===== src/rtl/dl_router.sv =====
// HPS download router: steers the ioctl stream to ROM, game-select or DIP storage
// and holds the game core in reset while a ROM/MOD load is in progress.
module dl_router #(
   parameter int POST_HOLD = 255,
   parameter int MOD_COUNT = 18
) (
   input  logic                 clk_sys,
   input  logic                 reset_n,
   input  logic                 ext_reset,
   input  logic                 ioctl_download,
   input  logic                 ioctl_wr,
   input  logic [24:0]          ioctl_addr,
   input  logic [7:0]           ioctl_dout,
   input  logic [7:0]           ioctl_index,
   output logic [15:0]          dn_addr,
   output logic [7:0]           dn_data,
   output logic                 dn_wr,
   output logic [7:0]           mod,
   output logic [MOD_COUNT-1:0] mod_onehot,
   output logic [63:0]          dip,
   output logic                 core_reset,
   output logic [16:0]          rom_bytes,
   output logic                 dl_err
);

   localparam logic [2:0] IDLE = 3'd0;
   localparam logic [2:0] ROM  = 3'd1;
   localparam logic [2:0] MOD  = 3'd2;
   localparam logic [2:0] DIP  = 3'd3;
   localparam logic [2:0] HOLD = 3'd4;

   localparam int CW = (POST_HOLD > 1) ? $clog2(POST_HOLD) : 1;
   localparam logic [CW-1:0] HOLD_LAST = CW'(POST_HOLD - 1);

   logic [2:0]    state;
   logic [2:0]    next_state;
   logic [2:0]    start_state;
   logic [CW-1:0] hold_cnt;
   logic          dl_prev;
   logic          dl_rise;
   logic          dl_fall;
   logic          rom_entry;
   logic          rom_accept;
   logic          rom_reject;
   logic          dip_accept;

   assign dl_rise = ioctl_download & ~dl_prev;
   assign dl_fall = ~ioctl_download & dl_prev;

   always_comb begin
      start_state = IDLE;
      case (ioctl_index)
         8'd0:    start_state = ROM;
         8'd1:    start_state = MOD;
         8'd254:  start_state = DIP;
         default: start_state = IDLE;
      endcase
   end

   always_comb begin
      next_state = state;
      case (state)
         IDLE:     if (dl_rise) next_state = start_state;
         ROM, MOD: if (dl_fall) next_state = HOLD;
         DIP:      if (dl_fall) next_state = IDLE;
         HOLD: begin
            if (dl_rise)
               next_state = start_state;
            else if (hold_cnt == HOLD_LAST)
               next_state = IDLE;
         end
         default:  next_state = IDLE;
      endcase
   end

   assign rom_entry  = (next_state == ROM) && (state != ROM);
   assign rom_accept = (state == ROM) && ioctl_wr && (ioctl_addr[24:16] == '0);
   assign rom_reject = (state == ROM) && ioctl_wr && (ioctl_addr[24:16] != '0);
   assign dip_accept = (state == DIP) && ioctl_wr && (ioctl_addr[24:3] == '0);

   // dl_prev resets high so a download already in flight at reset release
   // never looks like a fresh rising edge.
   always_ff @(posedge clk_sys or negedge reset_n) begin
      if (!reset_n) begin
         state    <= HOLD;
         hold_cnt <= '0;
         dl_prev  <= 1'b1;
      end else begin
         state   <= next_state;
         dl_prev <= ioctl_download;
         if (state == HOLD && next_state == HOLD)
            hold_cnt <= hold_cnt + CW'(1);
         else
            hold_cnt <= '0;
      end
   end

   always_ff @(posedge clk_sys or negedge reset_n) begin
      if (!reset_n) begin
         dn_wr     <= 1'b0;
         dn_addr   <= '0;
         dn_data   <= '0;
         rom_bytes <= '0;
         dl_err    <= 1'b0;
      end else begin
         dn_wr <= rom_accept;
         if (rom_accept) begin
            dn_addr <= ioctl_addr[15:0];
            dn_data <= ioctl_dout;
         end
         if (rom_entry) begin
            rom_bytes <= '0;
            dl_err    <= 1'b0;
         end else begin
            if (rom_accept && rom_bytes != 17'h10000)
               rom_bytes <= rom_bytes + 17'd1;
            if (rom_reject)
               dl_err <= 1'b1;
         end
      end
   end

   // Game select, its one-hot decode (one cycle behind mod) and DIP bytes.
   always_ff @(posedge clk_sys or negedge reset_n) begin
      if (!reset_n) begin
         mod        <= '0;
         mod_onehot <= MOD_COUNT'(1);
         dip        <= '1;
      end else begin
         if (state == MOD && ioctl_wr)
            mod <= ioctl_dout;
         for (int n = 0; n < MOD_COUNT; n++)
            mod_onehot[n] <= (mod == 8'(n));
         if (dip_accept)
            dip[{ioctl_addr[2:0], 3'b000} +: 8] <= ioctl_dout;
      end
   end

   always_ff @(posedge clk_sys or negedge reset_n) begin
      if (!reset_n)
         core_reset <= 1'b1;
      else
         core_reset <= ext_reset || (state == ROM) || (state == MOD) || (state == HOLD);
   end

endmodule


===== config.mk =====
export PLATFORM = sky130hd
export DESIGN_NAME = dl_router
export DESIGN_NICKNAME = d
export VERILOG_FILES = /design/src/rtl/dl_router.sv
export SDC_FILE = /design/constraint.sdc
export NUM_CORES = 1
export LEC_CHECK = 0
export CORE_MARGIN = 2
export CORE_UTILIZATION = 43
export CTS_CLUSTER_DIAMETER = 150
export DETAILED_ROUTE_END_ITERATION = 8
export HOLD_SLACK_MARGIN = 0.06
export PLACE_DENSITY = 0.86
export SLEW_MARGIN = 40
export SYNTH_ARGS = -nofsm -noshare
export SYNTH_HDL_FRONTEND = slang
export SYNTH_SLANG_ARGS = --single-unit

===== constraint.sdc =====
create_clock -name clk_sys -period 2.6 [get_ports clk_sys]
set_clock_uncertainty 0.2 [all_clocks]
set_input_delay 0.26 -clock clk_sys [delete_from_list [all_inputs] [get_ports clk_sys]]
set_output_delay 0.26 -clock clk_sys [all_outputs]
set_load 0.02 [all_outputs]

Yosys cells after proc, flatten, opt, wreduce, memory -nomap -nowiden:

Cells that the tools add are included.

* register bits: 146
* memories kept: 0
* bits of input ports: 46
* bits in writable memories: 0
* ROM bits: 0
* logic and storage cells: 83
* output and inout bits: 134
* latch bits: 0

* div/mod/pow operators: 0
* shift-type cells: 2
* eq/ne operators: 28
* order comparisons: 0
* $add $sub $neg: 3
* muxes and demuxes: 13
* bitwise operators: 4
* multipliers: 0
* reductions and logical operators: 21

Operator list (number)
* $bwmux 64: 1
* $eq 8x4->1 const B: 8
* $shift 8x8->64 const A: 1
* $shiftx 8x8->64: 1
* $mux 17: 2
* $eq 8x3->1 const B: 4
* $logic_not 22->1: 1
* $add 17x1->17 const B: 1
* $ne 17x17->1 const B: 1
* $eq 8x1->1 const B: 2
* $eq 8x2->1 const B: 2
* $eq 8x5->1 const B: 2
* $eq 8x8->1 const B: 2
* $logic_not 8->1: 2
* $mux 3: 5
* $pmux 3 s4: 1
* $logic_and 1x1->1: 9
* $logic_not 9->1: 1
* $reduce_bool 9->1: 1
* $add 8x1->8 const B: 1
* $mux 8: 1
* $neg 6->8: 1
* $eq 3x1->1 const B: 2
* $eq 3x2->1 const B: 2
* 10 further kinds: 17

Depth between registers and ports, before layout:

Gate-level depths: netlist of the first run.

* depth after elaboration: 7
* depth in mapped cells: 7

Worst setup path after synthesis of the first run:

OpenSTA, ideal clock, no wires.

* path type: register to register
* from: register state[1]
* to: register dip[26]
* stages on the path, launching flop included: 6
* library setup time: 0.082 ns
* data required time: 2.318 ns
* arrival time: 2.258 ns
* buffers on the path: 1
* path slack: 0.060 ns
* cell sequence: dfrtp_1 clkbuf_2 or4b_1 nor4_4 nand4_2 mux2_2

* longest elaborated chain between the ends: 3

Ends and longest elaborated chain
* start: declaration: line 35 `logic [2:0] state;`
* start signal: assignment: line 89 `state <= next_state;`
* $eq 3x2->1: line 79 `assign dip_accept = (state == DIP) && ioctl_wr && (ioctl_addr[24:3] == '0);`
* $logic_and 1x1->1 (2 in series): line 79
* end signal: indexed assignment: line 135 `dip[{ioctl_addr[2:0], 3'b000} +: 8] <= ioctl_dout;`
* end: declaration: line 20 `output logic [63:0] dip,`

Every way passes these cells.
A chain may end at the register's enable or synchronous reset.

Worst setup path in the final report of the first run:

* from: register state[2]
* to: register dip[52]

Same word-level chain as after synthesis.

==> qor.txt, run 1 <==
status: complete, no violations
initial core utilization: 0.437
vias in the first global route: 5082
TritonCTS clock tree: yes
die area: 15600 um2
worst vdd ir: 0.401 mV
Hold Crit Class: in2reg
Max-Cap Viols: 0
Yosys top cell by area: dfrtp_1
Vias/cell: 5.31
CTS buffer count: 17
FMAX: 400 MHz
layout cells sized above 1: 0.270
Hold Path Depth: 1
die width: 125 um
Final GP Congestion: 0.879
ys async rst share: 1.00
Num Clock Sinks: 146
P_leak: 4.07 nW
Setup Fix Bufs, Post-CTS: 0
Worst setup EP type: register
GRT overflow: 0
Area Growth Syn to Fin: 43.5%
Ports: 180
clock transition at the registers of the reported paths: 0.06 ns
DRC: 0
crit path kind: reg2reg
Mapped Cells: 531
Post-synth EDFFs: 0
Crit Path Max Fanout: 8
clock root buffer: clkbuf_16
hpwl dp: 12200 um
Synth Register Bits: 146
wire per inst: 18.0 um
# diodes: 0
Worst R2R Setup Slack: 0.10 ns
Final setup violation count: 0
H-tree depth: 4
nets@finish: 779
total power: 5.17 mW
synth top area cells: dfrtp_1 31%, dfstp_2 28%, mux2_2 12%
CP required: 2.75 ns
largest net degree at the start of global routing: 63
Die Y: 125 um
Total GRT Usage: 0.218
DR vias: 4903
I/O Buffers: 179
Placed Area: 8440 um2
Layout fillers: 1140
startpoint types: register
DRT antenna net count: 0
RSZ-0062 raised after global routing: no
sequential share of the synthesized area: 0.593
top cell type's share of synthesized area: 0.310
sequential cell area: 3740 um2
Final Non-Filler Cells: 924
Syn Area/Cell: 11.9 um2
site row count: 44
Core Area: 14400 um2
hold path start: ioctl_download
Mapped Nets: 583
worst hold endpoint: dl_prev
Primary FF master, synth: dfrtp_1
RR Endpoint: dip[52]
initial antenna violation count: 0
synth warn: 0
Syn Std Cell Area: 6300 um2
r2r worst-path depth: 5
Tcrit/Tclk final: 0.961
fin area: 9040 um2
Hold Fails Final Rpt: 0
Synth cell types: 44
placed cell count: 891
Multi-input gate area: 2420 um2
PD cells: 571 nW/um2
max-slew violations: 0
Period minus WS final: 2.50 ns
first-pass GRT wire length: 26800 um
iteration-0 DRC count of the detailed router: 328
FF-to-FF Start: state[2]
worst rel slew slack: 0.555
CTS max path bufs: 2
CP Data Arrival Time: 2.65 ns
clock latency at the later pin of the worst-skew pair: 0.42 ns
DRT Pass-1 Iters: 4
slew at the pin with the worst max-slew slack: 0.658 ns
Routed WL: 16600 um
==> per-layer routing <==
layer / vias up / GRT usage / wire length [um]
met2: 180 / 0.369 / 8330
li1: 2262 / - / -
met3: 30 / 0.0569 / 1050
met1: 2431 / 0.271 / 6950
met5: - / 0 / 0
met4: 0 / 0.0804 / 294
==> cell usage after synthesis (all sizes together), types with 11 or more instances <==
master	n
a21oi	11
clkbuf	22
dfrtp	78
dfstp	68
inv	15
mux2	66
mux2i	13
nand2	90
nand3	17
nand4	14
nor2	28
nor3	12
nor4	13
or4	11
==> worst max-delay path by stage <==
stage	from	to	slack, ns
after floorplan	state[1]	dip[26]	0.06
after global placement	ioctl_addr[5]	dip[50]	-0.10
after detailed placement	ioctl_addr[5]	dip[29]	-0.17
after CTS	state[2]	dip[29]	0.09
after global routing	state[2]	dip[56]	0.009
final	state[2]	dip[52]	0.10
==> area by class of cell <==
type / count / share of cell area
clock buffer: 20 / 0.0530
tap: 184 / 0.0255
multi-input combinational: 345 / 0.267
inverter: 15 / 0.00622
clock inverter: 12 / 0.0129
sequential: 146 / 0.413
timing repair buffer: 202 / 0.222
==> power by group <==
group,switching (mW),internal (mW),total [mW]
Sequential,0.0308,2.32,2.35
Clock,0.979,1.44,2.42
Combinational,0.211,0.179,0.390
Total,1.22,3.95,5.17
==> stage by stage <==
stage               utilization  TNS [ns]  worst slack [ns]  hold slack, ns
finish                    0.627         0             0.101           0.111
global route              0.627         0           0.00857           0.103
CTS                       0.627         0            0.0865          0.0953
detailed placement        0.585     -6.11            -0.166          0.0771
global placement          0.585     -3.71            -0.103          0.0766
floorplan                     -         0            0.0599          -0.236
==> critical path, cell delays in order (launching register included) <==
cell and delay (ns):
dfstp_2 0.41, or4b_1 0.59, nor4_4 0.39, buf_12 0.19
nand4b_2 0.28, mux2_2 0.37
==> kinds of logic after synthesis <==
family                   Yosys count  synth area share
AO/OA/AOI/OAI                     30            0.0286
multiplexers                      79             0.139
buffers and inverters             40            0.0240
AND/OR/NAND/NOR                  223             0.194
flip-flops                       146             0.593
adder cells (fa/ha/maj)            6            0.0119
XOR/XNOR                           7           0.00973
==> placed cells by master (no fill, tap or decap), types with 3 or more instances in the layout <==
| cell | instances |
|---|---|
| clkdlybuf4s50_1 | 178 |
| nand2_1 | 90 |
| dfrtp_1 | 78 |
| dfstp_2 | 68 |
| mux2_2 | 66 |
| nor2_1 | 28 |
| clkbuf_16 | 19 |
| buf_4 | 19 |
| nand3_1 | 16 |
| inv_1 | 15 |
| mux2i_1 | 13 |
| nor4_1 | 12 |
| nor3_1 | 12 |
| or4_1 | 11 |
| a21oi_1 | 11 |
| nand4_1 | 10 |
| o21ai_0 | 9 |
| nand2b_1 | 9 |
| o31ai_1 | 7 |
| xor2_1 | 6 |
| ha_1 | 6 |
| and4_1 | 5 |
| inv_6 | 5 |
| nor4b_1 | 4 |
| nand4_2 | 3 |
| buf_12 | 3 |
==> flip-flops by register name, summed over array words and instances (netlist names), 3 cells and up <==
name        cells
mod_onehot     18
hold_cnt        8
dn_data         8
dn_addr        16
rom_bytes      17
dip            64
state           3
mod             8
==> repair_timing <==
item | in CTS | in global routing
endpoints found under the hold margin | 59 | 0
resized for setup | 0 | 0
hold buffers | 1 | 0
Power figures use the tool's default switching activity.
==> inputs of run 2 (changes only) <==
- ABC_AREA: unset -> 1
- CORE_UTILIZATION: 43 -> 44
==> qor.txt, run 2 <==
crit path kind: in2reg
Final Non-Filler Cells: 1217
die area: 16500 um2
Max-Cap Viols: 0
status: complete, no violations
synth warn: 0
FMAX: 421 MHz
commonest non-fill, non-tap cell in the layout: nand2_1
Ports: 180
H-tree depth: 4
Core Area: 15100 um2
worst rel slew slack: 0.510
Primary FF master, synth: dfrtp_1
WP buf/inv: 4
clock transition at the registers of the reported paths: 0.06 ns
die width: 128 um
Worst path most repeated cell: nand2_1
Synth cell types: 31
hpwl dp: 14200 um
Crit Path Max Fanout: 35
Final setup violation count: 0
CP required: 2.71 ns
Worst setup EP type: register
synth top area cells: dfrtp_1 29%, dfstp_2 26%, nand2_1 12%
Synth top cells by count: 225 x nand2_1, 101 x nor2_1, 82 x nand3_1
first-pass GRT wire length: 31200 um
PostCTS Resize Cnt: 0
Num Clock Sinks: 146
Syn Std Cell Area: 6810 um2
Period minus WS final: 2.38 ns
I/O Buffers: 179
Hold Path Depth: 3
Final GP Congestion: 0.957
CTS buffer count: 17
placed cell count: 1183
sequential cell area: 3740 um2
most frequent cell after synthesis: nand2_1
Syn Area/Cell: 8.35 um2
startpoint types: input port
critical-path cell list: dlygate4sd3_1, clkdlybuf4s50_1, inv_1, or2_2, nor2_1, nand2_1, nand2_1, nand3_1, buf_4, nand3_1, nand2_1
Area Growth Syn to Fin: 40.2%
r2r worst-path depth: 8
GRT overflow: 0
clock root buffer: clkbuf_16
Mapped Nets: 867
hold slack: 0.182 ns
max-slew violations: 0
Synth Register Bits: 146
Largest regs: dip x64, mod_onehot x18, rom_bytes x17
vias in the first global route: 6069
Total GRT Usage: 0.244
RSZ-0062 raised after global routing: no
initial antenna violation count: 0
slew at the pin with the worst max-slew slack: 0.735 ns
clock latency at the later pin of the worst-skew pair: 0.43 ns
DRT Pass-1 Iters: 7
top cell type's share of synthesized area: 0.287
setup tns final: 0 ns
largest stage delay on the critical path: 0.53 ns
CP Data Arrival Time: 2.49 ns
Vias/cell: 5.20
initial core utilization: 0.450
P_leak: 4.23 nW
DRT antenna net count: 0
PD cells: 572 nW/um2
ys async rst share: 1.00
Hold Crit Class: in2reg
Hold Fails Final Rpt: 0
CTS max path bufs: 2
Reg with most FFs: dip
DR vias: 6327
wire per inst: 15.9 um
site row count: 45
nets@finish: 1068
Mapped Cells: 815
Routed WL: 19400 um
layout cells sized above 1: 0.139
sequential share of the synthesized area: 0.549
Die Y: 128 um
Multi-input gate area: 2640 um2
cell family with most CP delay: buffers and inverters
worst vdd ir: 0.499 mV
# diodes: 0
Tcrit/Tclk final: 0.914
Crit-path slowest cell: dlygate4sd3_1
Post-synth EDFFs: 0
iteration-0 DRC count of the detailed router: 536
Worst R2R Setup Slack: 0.33 ns
DRC: 0
critical path depth: 11
largest net degree at the start of global routing: 66
most frequent cells in the layout: 225 x nand2_1, 178 x clkdlybuf4s50_1, 101 x nor2_1
TritonCTS clock tree: yes
Layout fillers: 1208
max reg flops: 64
Yosys top cell by area: dfrtp_1
## run 2: cell types whose count changed after synthesis, moves of 11 or more
cell / before / now
nand2_1: 90 / 225
nor2_1: 28 / 101
mux2_2: 66 / 0
nand3_1: 16 / 82
inv_1: 15 / 79
o21ai_0: 9 / 56
mux2i_1: 13 / 0
nand4_1: 10 / 23
or4_1: 11 / 0
## run 2: final timing paths
kind                                start             to
max                        ioctl_download  rom_bytes[12]
min                             ext_reset     core_reset
max reg2reg                  rom_bytes[0]  rom_bytes[12]
min reg2reg                       dip[40]        dip[40]
max in group asynchronous         reset_n        dip[16]
min in group asynchronous         reset_n     dn_data[6]
## run 2: kinds of logic after synthesis
logic type / share of synthesized area
AO/OA/AOI/OAI: 0.0623
buffers and inverters: 0.0627
adder cells (fa/ha/maj): 0.0110
flip-flops: 0.549
XOR/XNOR: 0.0167
AND/OR/NAND/NOR: 0.298
## run 2: worst reg2reg max path, delay by kind of cell (launching register included)
family,cells,cell delay [ns]
adders and majority gates,1,0.17
AOI/OAI and AO/OA,1,0.59
buffers and inverters,1,0.13
DFF,1,0.44
and+or+nand+nor,5,0.68
## run 2: stage by stage
stage	setup slack (ns)	util	power (mW)	area, um2
after detailed placement	-0.00672	0.590	3.03	8930
after global routing	0.0924	0.630	5.68	9540
final	0.224	0.630	5.46	9540
after CTS	0.246	0.630	5.48	9540
after floorplan	0.435	-	2.68	6810
after global placement	0.0731	0.590	3.01	8930
## run 2: what timing repair did
action / 4_1_cts / 5_1_grt
endpoints found under the hold margin: 63 / 0
hold buffers: 2 / 0
setup buffers: 0 / 0
## run 2: report_power, final
part / internal, mW / switching, mW / leakage [nW]
sequential: 2.34 / 0.0634 / 1.78
clock: 1.45 / 1.01 / 0.277
combinational: 0.242 / 0.358 / 2.18
## run 2: layout make-up
type,count,area share
well taps,188,0.0246
multi-input cells,564,0.277
flip-flops and latches,146,0.392
repair buffers,207,0.213
inverters,80,0.0315
clock inverters,14,0.0161
clock buffers,18,0.0460
## run 2: layer usage
layer	GRT usage	part of all wire	up-vias
li1	-	-	3042
met1	0.309	0.41	2962
met2	0.396	0.48	285
met3	0.0682	0.083	38
met4	0.100	0.027	0
met5	0	0	-
